File: src/rtl/vga_sync_decoder.sv
// Receive-side VGA timing recovery: rebuilds column/row coordinates from an
// incoming H/V sync pair, checks line and frame lengths and tracks lock.
module vga_sync_decoder #(
    parameter int   TOTAL_COLS  = 800,
    parameter int   TOTAL_ROWS  = 525,
    parameter int   ACTIVE_COLS = 640,
    parameter int   ACTIVE_ROWS = 480,
    parameter logic SYNC_POL    = 1'b0,
    parameter int   LOCK_LINES  = 4,
    parameter int   CW          = 10
) (
    input  logic          CLK,
    input  logic          RST_N,
    input  logic          i_HSync,
    input  logic          i_VSync,
    output logic [CW-1:0] o_Col,
    output logic [CW-1:0] o_Row,
    output logic          o_Line_Start,
    output logic          o_Frame_Start,
    output logic          o_Active,
    output logic          o_Locked,
    output logic          o_Sync_Err
);

    localparam int LW = $clog2(2*TOTAL_COLS + 1);
    localparam int GW = $clog2(LOCK_LINES + 1);
    localparam logic [LW-1:0] LEN_SAT  = LW'(2*TOTAL_COLS);
    localparam logic [LW-1:0] LEN_LINE = LW'(TOTAL_COLS);

    localparam logic [1:0] ST_UNLOCKED = 2'd0;
    localparam logic [1:0] ST_ACQUIRE  = 2'd1;
    localparam logic [1:0] ST_LOCKED   = 2'd2;

    logic          hs_q, vs_q;
    logic          he, ve;
    logic [CW-1:0] col_next, row_next;
    logic [LW-1:0] len_reg, len_next;
    logic [GW-1:0] good_reg, good_next;
    logic [1:0]    state_reg, state_next;
    logic          err_next;
    logic          line_bad, frame_bad, len_sat;

    always_comb begin
        he = (i_HSync == SYNC_POL) && (hs_q != SYNC_POL);
        ve = (i_VSync == SYNC_POL) && (vs_q != SYNC_POL);

        if (he || (o_Col == CW'(TOTAL_COLS - 1)))
            col_next = '0;
        else
            col_next = o_Col + CW'(1);

        // VSync wins over a coincident HSync so the frame starts on row 0
        if (ve)
            row_next = '0;
        else if (he)
            row_next = (o_Row == CW'(TOTAL_ROWS - 1)) ? '0 : o_Row + CW'(1);
        else
            row_next = o_Row;

        if (he)
            len_next = LW'(1);
        else if (len_reg == LEN_SAT)
            len_next = len_reg;
        else
            len_next = len_reg + LW'(1);

        line_bad  = he && (len_reg != LEN_LINE);
        frame_bad = ve && (o_Row != CW'(TOTAL_ROWS - 1));
        len_sat   = !he && (len_reg == LEN_SAT);
    end

    always_comb begin
        state_next = state_reg;
        good_next  = good_reg;
        err_next   = 1'b0;
        case (state_reg)
            ST_UNLOCKED: begin
                if (he) begin
                    state_next = ST_ACQUIRE;
                    good_next  = '0;
                end
            end
            ST_ACQUIRE: begin
                if (line_bad || frame_bad) begin
                    err_next  = 1'b1;
                    good_next = '0;
                end else if (he) begin
                    if (good_reg == GW'(LOCK_LINES - 1)) begin
                        state_next = ST_LOCKED;
                        good_next  = '0;
                    end else begin
                        good_next = good_reg + GW'(1);
                    end
                end else if (len_sat) begin
                    state_next = ST_UNLOCKED;
                end
            end
            ST_LOCKED: begin
                if (line_bad || frame_bad) begin
                    err_next   = 1'b1;
                    state_next = ST_ACQUIRE;
                    good_next  = '0;
                end else if (len_sat) begin
                    state_next = ST_UNLOCKED;
                end
            end
            default: begin
                state_next = ST_UNLOCKED;
                good_next  = '0;
            end
        endcase
    end

    always_ff @(posedge CLK or negedge RST_N) begin
        if (!RST_N) begin
            hs_q          <= ~SYNC_POL;
            vs_q          <= ~SYNC_POL;
            o_Col         <= '0;
            o_Row         <= '0;
            o_Line_Start  <= 1'b0;
            o_Frame_Start <= 1'b0;
            o_Active      <= 1'b0;
            o_Locked      <= 1'b0;
            o_Sync_Err    <= 1'b0;
            len_reg       <= '0;
            good_reg      <= '0;
            state_reg     <= ST_UNLOCKED;
        end else begin
            hs_q          <= i_HSync;
            vs_q          <= i_VSync;
            o_Col         <= col_next;
            o_Row         <= row_next;
            o_Line_Start  <= he;
            o_Frame_Start <= ve;
            o_Active      <= (col_next < CW'(ACTIVE_COLS)) && (row_next < CW'(ACTIVE_ROWS));
            o_Locked      <= (state_reg == ST_LOCKED);
            o_Sync_Err    <= err_next;
            len_reg       <= len_next;
            good_reg      <= good_next;
            state_reg     <= state_next;
        end
    end

endmodule

File: config.mk
export PLATFORM = sky130hd
export DESIGN_NAME = vga_sync_decoder
export DESIGN_NICKNAME = d
export VERILOG_FILES = /design/src/rtl/vga_sync_decoder.sv
export SDC_FILE = /design/constraint.sdc
export NUM_CORES = 1
export LEC_CHECK = 0
export ABC_AREA = 1
export CORE_MARGIN = 1.5
export CORE_UTILIZATION = 40
export CTS_BUF_LIST = sky130_fd_sc_hd__clkbuf_4 sky130_fd_sc_hd__clkbuf_8 sky130_fd_sc_hd__clkbuf_16
export CTS_CLUSTER_DIAMETER = 30
export DETAILED_ROUTE_END_ITERATION = 16
export GPL_ROUTABILITY_DRIVEN = 0
export RECOVER_POWER = 50
export SLEW_MARGIN = 20
export SYNTH_ARGS = -nofsm -noshare
export SYNTH_HDL_FRONTEND = slang
export SYNTH_SLANG_ARGS = --single-unit
File: constraint.sdc
create_clock -name CLK -period 1.3 [get_ports CLK]
set_input_delay 0.195 -clock CLK [delete_from_list [all_inputs] [get_ports CLK]]
set_output_delay 0.195 -clock CLK [all_outputs]
set_load 0.01 [all_outputs]
== Word-level counts from Yosys, hierarchy flattened ==
Cells that the tools add are included.

* $lt $le $gt $ge: 2
* Muxes and demuxes: 21
* $add $sub $neg: 4
* Eq/ne operators: 14
* Reductions and logical operators: 13
* Bitwise logic cells: 2

{| class="wikitable"
|+ Operators by type and width
! cell !! count
|-
| two-way mux 10 bit || 4
|-
| two-way mux 11 bit || 2
|-
| adder 10 x 1 -> 10 bit (second input constant) || 2
|-
| equality test 10 bit (second input constant) || 2
|-
| two-way mux 3 bit || 5
|-
| two-way mux 2 bit || 6
|-
| adder 11 x 1 -> 11 bit (second input constant) || 1
|-
| equality test 11 bit (second input constant) || 1
|-
| != test 11 x 10 -> 1 bit (second input constant) || 1
|-
| less-than comparator 10 bit (second input constant) || 1
|-
| less-than comparator 10 x 9 -> 1 bit (second input constant) || 1
|-
| != test 10 bit (second input constant) || 1
|-
| one-hot mux 3 bit (3 select lines) || 1
|-
| != test 2 bit (second input constant) || 4
|-
| logical AND 1 bit || 6
|-
| != test 3 bit (second input constant) || 2
|-
| one-hot mux 2 bit (3 select lines) || 1
|-
| AND reduction 3 bit || 2
|-
| adder 3 x 1 -> 3 bit (second input constant) || 1
|-
| equality test 3 x 2 -> 1 bit (second input constant) || 1
|-
| equality test 2 x 1 -> 1 bit (second input constant) || 1
|-
| equality test 2 bit (second input constant) || 1
|-
| logical NOT 2 bit || 1
|-
| logical OR 1 bit || 2
|-
| other kinds (4) || 6
|}

* Input bits: 4
* Register bits after elaboration: 43
* Output and inout bits: 25
* Logic and storage cells: 68

== Longest topological paths before layout ==
Gate-level depths: netlist of the first run.

* Word-level depth: 8
* Gate-level depth with buffers: 11
* Depth with buffers taken out: 11

== Least setup slack after synthesis of the first run ==
OpenSTA, ideal clock, no wires.

* Path type: register to register
* Start: register o_Col[0]
* End: register o_Active
* Slack: -198 ps
* Cell stages (with the launch flop): 10
* Period minus slack after synthesis: 1498 ps
* Path buffers: 0
* Data required time: 1229 ps
* Arrival: 1426 ps
* Library setup time: 71 ps
* Cell sequence: dfrtp_1 -> ha_1 -> nand3_2 -> nor2_4 -> inv_2 -> o21ai_4 -> inv_1 -> nand3_1 -> nor2_1 -> nor2_1

* Word-level cells in the longest chain between the ends: 5
* Elaborated cells between the ends (all ways): 6
* Those cells by class: add/sub: 1; order compare: 1; eq/ne: 1; mux: 1; reduce/logical: 2

{| class="wikitable"
|+ Ends and longest elaborated chain
! element !! RTL line !! RTL
|-
| start: declaration || 16 || <nowiki>output logic [CW-1:0] o_Col,</nowiki>
|-
| start signal: assignment || 131 || <nowiki>o_Col <= col_next;</nowiki>
|-
| branches (longest 2 deep; another with adder 10 x 1 -> 10 bit) || -- ||
|-
| two-way mux 10 bit (*) || 47 || <nowiki>if (he || (o_Col == CW'(TOTAL_COLS - 1)))</nowiki>
|-
| less-than comparator 10 bit (*) || 135 || <nowiki>o_Active <= (col_next < CW'(ACTIVE_COLS)) && (row_next < CW'(ACTIVE_ROWS));</nowiki>
|-
| logical AND 1 bit (*) || 135 ||
|-
| end signal: assignment || 135 ||
|-
| end: declaration || 20 || <nowiki>output logic o_Active,</nowiki>
|}

Mark *: on every way between the ends.
A chain may end at the register's enable or synchronous reset.

== Final worst setup path of the first run ==
* Start: register o_Row[0]
* End: register state_reg[0]

* Word-level cells in the longest chain between the ends: 5
* Elaborated cells between the ends (all ways): 7
* Those cells by class: eq/ne: 2; mux: 2; reduce/logical: 3

{| class="wikitable"
|+ Ends and longest elaborated chain
! element !! RTL line !! RTL
|-
| start: declaration || 17 || <nowiki>output logic [CW-1:0] o_Row,</nowiki>
|-
| start signal: assignment || 132 || <nowiki>o_Row <= row_next;</nowiki>
|-
| != test 10 bit (*) || 68 || <nowiki>frame_bad = ve && (o_Row != CW'(TOTAL_ROWS - 1));</nowiki>
|-
| logical AND 1 bit (*) || 68 ||
|-
| logical OR 1 bit (*) || 84, 99 ||
|-
| two-way mux 2 bit / != test 2 bit (equally long branches) || -- ||
|-
| one-hot mux 2 bit (3 select lines) / AND reduction 3 bit (equally long branches) || -- ||
|-
| end signal: assignment || 140 || <nowiki>state_reg <= state_next;</nowiki>
|-
| end: declaration || 39 || <nowiki>logic [1:0] state_reg, state_next;</nowiki>
|}

Every way passes the cells marked *; elsewhere a longest branch is shown, timed or not.

==> results of run 1 <==
## power groups by stage
stage          Sequential (mW)  Clock [mW]  Combinational, mW
2_1_floorplan             1.72           0              0.632
3_5_place_dp              1.68           0               1.30
3_3_place_gp              1.68           0               1.29
6_report                  1.68        1.10               1.64
4_1_cts                   1.66        1.12               1.46
5_1_grt                   1.71        1.18               1.81
## worst min path at each step
stage	startpoint	to	slack, ns	depth (start not counted)
after floorplan	RST_N	good_reg[0]$_DFFE_PN0P_	-0.10	0
after global placement	RST_N	len_reg[2]$_DFFE_PN0N_	0.09	1
after detailed placement	RST_N	len_reg[3]$_DFFE_PN0N_	0.09	1
after CTS	RST_N	len_reg[3]$_DFFE_PN0N_	0.30	2
after global routing	i_HSync	hs_q$_DFF_PN1_	0.36	1
final	i_HSync	hs_q$_DFF_PN1_	0.35	1
## stage by stage
stage | total power [mW] | hold WS (ns) | TNS, ns
2_1_floorplan | 2.352 | -0.1006 | -1.138
3_3_place_gp | 2.964 | 0.09406 | -5.003
3_5_place_dp | 2.986 | 0.09290 | -5.950
4_1_cts | 4.247 | 0.2985 | -3.673
5_1_grt | 4.690 | 0.3558 | -6.246
6_report | 4.424 | 0.3509 | -3.360
## timing repair
item / in CTS / in global routing
hold buffers: 1 / 0
gates resized for setup: 72 / 75
setup endpoints to repair: 58 / 43
pin swaps: 22 / 44
endpoints found under the hold margin: 10 / 0
buffers inserted: 22 / 13
## placed cells by master (no fill, tap or decap), types with 2 or more instances in the layout
cell type | Yosys | final
buf_4 | 1 | 81
nand2_1 | 63 | 47
dfrtp_1 | 41 | 40
inv_1 | 44 | 35
nor2_1 | 41 | 25
buf_6 | 0 | 18
nand3_1 | 29 | 15
nand2_2 | 1 | 14
nor2_2 | 3 | 14
nand3_2 | 1 | 12
o21ai_1 | 0 | 11
inv_2 | 1 | 10
a21oi_1 | 11 | 10
dlygate4sd2_1 | 0 | 10
nand4_1 | 9 | 9
clkdlybuf4s15_1 | 0 | 7
nor2_4 | 1 | 6
clkbuf_8 | 0 | 6
ha_1 | 10 | 5
o21ai_0 | 17 | 4
ha_4 | 0 | 4
clkbuf_2 | 0 | 4
nand3_4 | 0 | 3
xor2_1 | 3 | 3
nand2_4 | 0 | 3
o21ai_2 | 0 | 2
dfstp_2 | 2 | 2
clkdlybuf4s50_1 | 0 | 2
## critical path: cells and delay by family, from the launching register on
kind / cells / cell delay (ns)
adder cells (fa/ha/maj): 1 / 0.13
flip-flops: 1 / 0.41
buffers and inverters: 1 / 0.10
AO/OA/AOI/OAI: 1 / 0.05
AND/OR/NAND/NOR: 8 / 0.72
## logic make-up after synthesis
logic type | after synthesis | share of synthesized area (%)
AO/OA/AOI/OAI | 33 | 8.150
XOR/XNOR | 4 | 1.542
adder cells (fa/ha/maj) | 10 | 5.507
buffers and inverters | 47 | 7.929
flip-flops | 43 | 47.47
AND/OR/NAND/NOR | 153 | 29.41
## final cells by class
type | instances | area [um^2] | area share, %
Clock inverter | 2 | 35.03 | 0.9244
Sequential cell | 43 | 1080 | 28.49
Clock buffer | 6 | 82.58 | 2.179
Inverter | 45 | 168.9 | 4.457
Timing Repair Buffer | 124 | 1022 | 26.97
Tap cell | 72 | 90.09 | 2.377
Multi-Input combinational cell | 200 | 1311 | 34.60
## layer usage
metal / wire length (um) / GRT usage (%) / part of all wire (%)
met3: 210 / 3.953 / 3.5
met1: 2522 / 22.35 / 42
met2: 3230 / 36.43 / 53
met5: 0 / 0 / 0
met4: 93 / 5.179 / 1.5
==> results.cfg, run 1 <==
[floorplan]
floorplan.initialDensity_pct = 41.26
fp-row-count = 27
dieArea_um2 = 6142
io-pin-count = 29
die_x_um = 78.37
die_y_um = 78.37
core_um2 = 5507

[timing]
slew_viol_final = 0
fin_crit_ns = 1.530
rsz0062_at_grt = true
hold_viol = 0
post-route-period-util_pct = 117.7
tightest_slew_ns = 0.6424
fin_skew_ns = 0.006790
setup_viol = 31
timing.final.ws_setup_ns = -0.2296
relSlewSlack_pct = 57.17
fmax_mhz = 653.8

[routing]
wl_mm = 6.057
viasPerCell = 4.732
drtIter0Drc = 67
ant_nets = 0
drcViolationCount = 0
wire_per_inst_um = 12.31
drt_pass1_iterations = 4
num_vias = 2328

[logic_synthesis]
synthesis.nets = 304
synth_cell_types = 26
ys_ff_latch = 43
synthFlopType = dfrtp_1
synth_top_area_cell = dfrtp_1
ys.warnings.count = 0
yosysMostFrequentCell = nand2_1
synthArstFlopShare_pct = 100.0
synth_edf_count = 0
yosys-top-cells-area = dfrtp_1 45%, nand2_1 10%, inv_1 7.3%
yosys.area.top_type_share_pct = 45.15
ys_top_cells_by_count = 63 x nand2_1, 44 x inv_1, 41 x dfrtp_1, 41 x nor2_1, 29 x nand3_1
synthesis.area_um2 = 2272
synth_area_per_cell_um2 = 7.835
syn_inst = 290
synth-seq-area-share_pct = 47.47

[status]
status = finished with violations
violations = negative setup slack

[finish]
nets = 433
stdcell_area_um2 = 3790
num-fill-cells = 444
largest_reg_flops = 11
final_core_util_pct = 68.83
area_delta_synth_final_pct = 66.79
num_antenna_cells = 0
drive_above_1_share_pct = 45.00
final_cells = 492

[setup_path]
cp-startpoint = o_Row[0]$_DFFE_PN0P_
cp-endpoint = state_reg[0]$_DFFE_PN0P_
cp_slowest_cell = dfrtp_1
crit_arrival_ns = 1.72
crit_type = register to register
r2r-end = state_reg[0]$_DFFE_PN0P_
worst_setup_path_end_kind = register
reg2reg_depth = 11
r2r_slack_ns = -0.23
cp_common_cell = nand2_2
worstPathCellList = inv_2, ha_4, nand2_2, nor2_1, nand3_1, nand2_2, nand2_4, nand2_2, nand3_2, nand2_1, o21ai_1
required_ns = 1.50
start_kind = register
slowest_delay_ns = 0.41
crit_fanout = 3
reg2reg_from = o_Row[0]$_DFFE_PN0P_

[place]
dp_slack_ns = -0.3462
dpl_cell_area_um2 = 3184
post-dp-hpwl_mm = 3.977
port_buffers = 28
dp_cells = 454

[clock_network]
clk_root_buffer_cell = clkbuf_8
numClockSinks = 43
clock_latency_ns = 0.30
cts_inserted_buffers = 5
cts_buffer_depth = 2
cts.clk_slew.worst_paths_ns = 0.08
cts_tree = yes
htreeDepth = 2

[pwr]
power_frac_seq_pct = 38.0
power.switching_mw = 1.443
ir_drop_v = 0.0006288
clkPwrFrac_pct = 24.9
power.density_nw_per_um2 = 1167
intPower_mw = 2.982
leakage_nw = 1.899
p_comb_share_pct = 37.2
switching_share_pct = 32.61

[run]
cap_viol_max_count = 0

[hold_path]
hp-class = primary input to register

[global_routing]
gr-total-overflow = 0
antenna_found_initial = 0
track_usage_pct = 19.46
grt_pass1_wl_mm = 9.370
grt_max_degree = 34
grt_pass1_vias = 2194
(Power assumes the default switching activity.)
==> inputs of run 2 (changes only) <==
- GPL_TIMING_DRIVEN: not set -> 0
==> run 2 against run 1 <==
Against the previous run:
- the flow still finishes with violations (negative setup slack)
- first-iteration DRC count rose by 6.0%
- die area did not move
- clock-buffer cell count fell by 1
- non-clock buffer count fell by 48
- fmax rose by 0.39%
==> results.cfg, run 2 (synthesis gave the netlist of run 1 again) <==
[status]
status = finished with violations
violations = negative setup slack

[global_routing]
antenna_found_initial = 0
grt_pass1_vias = 2026
track_usage_pct = 17.94
grt_pass1_wl_mm = 8.694
gr-total-overflow = 0
grt_max_degree = 28

[setup_path]
critPathTopFamily = simple AND/OR/NAND/NOR gates
start_kind = register
crit_arrival_ns = 1.72
critPathBufInv = 1
cp_slowest_cell = dfrtp_1
required_ns = 1.49
crit_type = register to register
worstPathCellList = inv_2, ha_4, nand2_2, nor2_2, nand3_2, nand2_4, nand2_4, nand2_4, nand3_4, nand2_2, o21ai_1
worst_setup_path_end_kind = register
crit_fanout = 4
cp_common_cell = nand2_4
slowest_delay_ns = 0.42

[clock_network]
cts_buffer_depth = 2
numClockSinks = 43
cts.clk_slew.worst_paths_ns = 0.09
cts_inserted_buffers = 5
htreeDepth = 2
clk_root_buffer_cell = clkbuf_8
cts_tree = yes
clock_latency_ns = 0.30

[floorplan]
fp-row-count = 27
floorplan.initialDensity_pct = 41.26
dieArea_um2 = 6142
io-pin-count = 29
core_um2 = 5507
die_x_um = 78.37
die_y_um = 78.37

[timing]
timing.final.ws_setup_ns = -0.2236
fmax_mhz = 656.3
rsz0062_at_grt = true
relSlewSlack_pct = 72.58
finalHoldWorstSlack_ns = 0.3283
fin_crit_ns = 1.524
tightest_slew_ns = 0.4113
setup_viol = 29
fin_skew_ns = 0.007044
setup_tns_ns = -3.377
post-route-period-util_pct = 117.2
hold_viol = 0
slew_viol_final = 0

[routing]
ant_nets = 0
viasPerCell = 4.833
wl_mm = 5.602
drt_pass1_iterations = 4
drtIter0Drc = 71
wire_per_inst_um = 12.62
drcViolationCount = 0
num_vias = 2146

[place]
dpl_cell_area_um2 = 2708
dp_slack_ns = -0.5426
dp_cells = 391
port_buffers = 28
post-dp-hpwl_mm = 3.346

[finish]
stdcell_area_um2 = 3510
final_cells = 444
nets = 385
mostFrequentLayoutCell = nand2_1
largest_reg_flops = 11
area_delta_synth_final_pct = 54.46
num_antenna_cells = 0
final_cell_mix = 46 x nand2_1, 38 x dfrtp_1, 35 x inv_1, 33 x buf_4
final_core_util_pct = 63.74
drive_above_1_share_pct = 37.90

[pwr]
ir_drop_v = 0.0006514
power.density_nw_per_um2 = 1222
total_power_mw = 4.290
leakage_nw = 1.717

[run]
cap_viol_max_count = 0

[hold_path]
hp-class = primary input to register
## run 2: changes by cell type in the layout (fill, tap and decap cells not counted), sizes merged
cell | before | now
buf | 99 | 47
dlygate4sd2 | 10 | 24
clkdlybuf4s15 | 7 | 0
clkbuf | 11 | 7
clkdlybuf4s50 | 2 | 1
clkinv | 1 | 2
dlygate4sd3 | 1 | 2
## run 2: area by class of cell
class,instances,area [um^2]
Timing Repair Buffer,74,635.6
Sequential cell,43,1082
Fill cell,464,1997
Buffer,2,35.03
Clock buffer,5,68.82
Clock inverter,3,43.79
Multi-Input combinational cell,200,1378
Tap cell,72,90.09
Inverter,45,176.4
## run 2: final timing paths
path,to,startpoint,cells past startpoint,slack (ns)
setup / recovery,state_reg[1]$_DFFE_PN0P_,o_Row[1]$_DFFE_PN0P_,11,-0.22
hold / removal,hs_q$_DFF_PN1_,i_HSync,1,0.33
setup reg to reg,state_reg[1]$_DFFE_PN0P_,o_Row[1]$_DFFE_PN0P_,11,-0.22
hold reg to reg,good_reg[2]$_DFFE_PN0P_,good_reg[2]$_DFFE_PN0P_,2,0.50
max in group asynchronous,hs_q$_DFF_PN1_,RST_N,3,0.13
min in group asynchronous,len_reg[5]$_DFFE_PN0N_,RST_N,2,0.37
## run 2: repair_timing
item                                    CTS  global route
pin swaps                                15            23
hold buffers                              1             0
resized for setup                        86            61
buffers inserted                         28            18
hold endpoints to repair                 15             0
endpoints found under the setup margin   59            37
## run 2: power by group
part	switching [mW]	total (mW)	internal (mW)
Clock	0.489	1.06	0.573
Sequential	0.191	1.71	1.52
Combinational	0.806	1.52	0.713
Total	1.49	4.29	2.80
## run 2: worst reg2reg max path, stage by stage, from the launching register on
cell     delay, ns
dfrtp_1       0.42
inv_2         0.10
ha_4          0.14
nand2_2       0.05
nor2_2        0.11
nand3_2       0.12
nand2_4       0.12
nand2_4       0.08
nand2_4       0.08
nand3_4       0.08
nand2_2       0.07
o21ai_1       0.05
## run 2: metal layers
metal / global-route usage [%] / vias up / wire (um)
met5: 0 / - / 0
met4: 6.071 / 0 / 84
met3: 3.372 / 8 / 128
met2: 30.26 / 23 / 2918
met1: 23.09 / 1022 / 2470
li1: - / 1093 / -
==> inputs of run 3 (changes only) <==
- CORE_UTILIZATION: 40 -> 49
- PLACE_DENSITY: not set -> 0.75
==> run 3 against run 2 <==
Against the previous run:
- wire length about the same
- worst setup slack got worse by 0.072 ns
- die area decreased by 18%
- first-iteration DRC count increased by 89%
- clock skew decreased by 0.0011 ns
- core utilization increased by 11 points
- clock-buffer cell count increased by 3
- the run still ends with negative setup slack left
- sequential cell count unchanged
- total power decreased by 3.1%
- critical path depth decreased by 1
- combinational power decreased by 3%
==> results.cfg, run 3 (synthesis gave the netlist of run 1 again) <==
[pwr]
p_comb_share_pct = 35.4
power_frac_seq_pct = 41.8
leakage_nw = 1.641
clkPwrFrac_pct = 22.9
power.switching_mw = 1.452
total_power_mw = 4.157
ir_drop_v = 0.0006971
switching_share_pct = 34.94
intPower_mw = 2.704
power.density_nw_per_um2 = 1262

[finish]
nets = 371
final_cells = 410
largest_reg_flops = 11
final_cell_mix = 50 x nand2_1, 38 x dfrtp_1, 34 x inv_1, 26 x nor2_1, 25 x dlygate4sd2_1
mostFrequentLayoutCell = nand2_1
stdcell_area_um2 = 3293
num_antenna_cells = 0
area_delta_synth_final_pct = 44.93
drive_above_1_share_pct = 32.68
num-fill-cells = 312

[floorplan]
die_y_um = 71.10
fp-row-count = 24
core_um2 = 4414
die_x_um = 71.10
dieArea_um2 = 5055
io-pin-count = 29
floorplan.initialDensity_pct = 51.47

[place]
port_buffers = 28
post-dp-hpwl_mm = 3.449
dp_cells = 371
dpl_cell_area_um2 = 2683

[timing]
setup_viol = 30
relSlewSlack_pct = 70.05
fmax_mhz = 626.8
timing.final.ws_setup_ns = -0.2954
fin_crit_ns = 1.595
slew_viol_final = 0
fin_skew_ns = 0.005975
rsz0062_at_grt = true
tightest_slew_ns = 0.4492
hold_viol = 0
post-route-period-util_pct = 122.7

[clock_network]
clk_root_buffer_cell = clkbuf_8
htreeDepth = 2
cts_inserted_buffers = 5
clock_latency_ns = 0.29
cts_buffer_depth = 2
numClockSinks = 43
cts_tree = yes
cts.clk_slew.worst_paths_ns = 0.08

[hold_path]
hp-class = primary input to register
hold_depth = 1
whs_endpoint = hs_q$_DFF_PN1_
hold_start = i_HSync

[routing]
drt_pass1_iterations = 4
drcViolationCount = 0
num_vias = 2144
ant_nets = 0
wire_per_inst_um = 13.67
wl_mm = 5.605
viasPerCell = 5.229
drtIter0Drc = 134

[global_routing]
grt_pass1_vias = 2032
gr-total-overflow = 0
track_usage_pct = 23.12
antenna_found_initial = 0
grt_pass1_wl_mm = 9.301
grt_max_degree = 27

[run]
cap_viol_max_count = 0

[status]
violations = negative setup slack
status = finished with violations

[setup_path]
crit_fanout = 7
r2r-end = state_reg[0]$_DFFE_PN0P_
reg2reg_from = len_reg[4]$_DFFE_PN0N_
reg2reg_depth = 10
start_kind = register
worst_setup_path_end_kind = register
crit_type = register to register
r2r_slack_ns = -0.30
crit_arrival_ns = 1.79
required_ns = 1.49
run 3: cell count changes in the layout (fill, tap and decap cells not counted), moves of 2 or more:
| cell | before | now |
|---|---|---|
| nand2_2 | 12 | 9 |
| nand2_1 | 46 | 50 |
| inv_2 | 8 | 10 |
| nand3_2 | 10 | 6 |
| o21ai_1 | 11 | 6 |
| nor2_4 | 10 | 8 |
| buf_4 | 33 | 19 |
| nand3_1 | 16 | 19 |
| clkbuf_4 | 1 | 3 |
| o21ai_0 | 2 | 7 |
| nor2_1 | 24 | 26 |
| clkbuf_8 | 5 | 7 |
run 3: critical path, cell delays in order (launching register included):
cell,delay [ns]
dfrtp_1,0.52
inv_1,0.15
nand2_1,0.06
nor2_1,0.15
nand3_1,0.12
nand2_2,0.14
nand2_4,0.08
nand2_4,0.07
nand3_4,0.08
nand2_2,0.08
o21ai_2,0.04
run 3: power by group through the flow:
stage	clock network, mW	registers [mW]	logic (mW)
2_1_floorplan	0	1.72	0.632
3_3_place_gp	0	1.71	0.945
3_5_place_dp	0	1.72	0.987
4_1_cts	0.978	1.71	1.25
5_1_grt	1.02	1.77	1.62
6_report	0.951	1.74	1.47
run 3: per-stage QoR:
stage,TNS (ns),util (%),hold WS (ns),setup WS (ns)
final,-4.045,74.60,0.3567,-0.2954
after global routing,-8.092,74.60,0.3631,-0.3683
after detailed placement,-12.32,60.77,0.1641,-0.5756
after floorplan,-1.138,-,-0.1006,-0.1680
after global placement,-59.10,60.43,0.4802,-1.139
after CTS,-3.062,69.84,0.3395,-0.2233
run 3: cell type report:
cell class	count	area, um^2	area share (%)
Tap cell	52	65.06	1.976
Inverter	45	171.4	5.205
Sequential cell	43	1082	32.86
Multi-Input combinational cell	200	1324	40.20
Buffer	2	18.77	0.5699
Timing Repair Buffer	60	528.0	16.03
Clock buffer	8	103.9	3.154
run 3: how the worst max path moves through the flow:
| stage | cells after the start | start | endpoint | slack [ns] |
|---|---|---|---|---|
| global placement | 1 | RST_N | o_Col[0]$_DFF_PN0_ | -1.14 |
| finish | 10 | len_reg[4]$_DFFE_PN0N_ | state_reg[0]$_DFFE_PN0P_ | -0.30 |
| detailed placement | 8 | i_HSync | good_reg[2]$_DFFE_PN0P_ | -0.58 |
| global route | 10 | len_reg[4]$_DFFE_PN0N_ | state_reg[0]$_DFFE_PN0P_ | -0.37 |
| CTS | 10 | hs_q$_DFF_PN1_ | o_Active$_DFF_PN0_ | -0.22 |
| floorplan | 9 | o_Col[0]$_DFF_PN0_ | o_Active$_DFF_PN0_ | -0.17 |
run 3: metal layers:
metal | up-vias | global-route usage (%) | part of all wire (%)
li1 | 1067 | - | -
met1 | 1028 | 29.79 | 42
met2 | 42 | 39.88 | 53
met3 | 7 | 3.561 | 3.5
met4 | 0 | 7.757 | 1.1
met5 | - | 0 | 0
run 3: timing repair:
action / in CTS / in global routing
cloned: 0 / 0
setup buffers: 20 / 12
endpoints found under the setup margin: 59 / 35
pin swaps: 16 / 27
endpoints found under the hold margin: 17 / 0
resized for setup: 76 / 40
hold buffers: 1 / 0
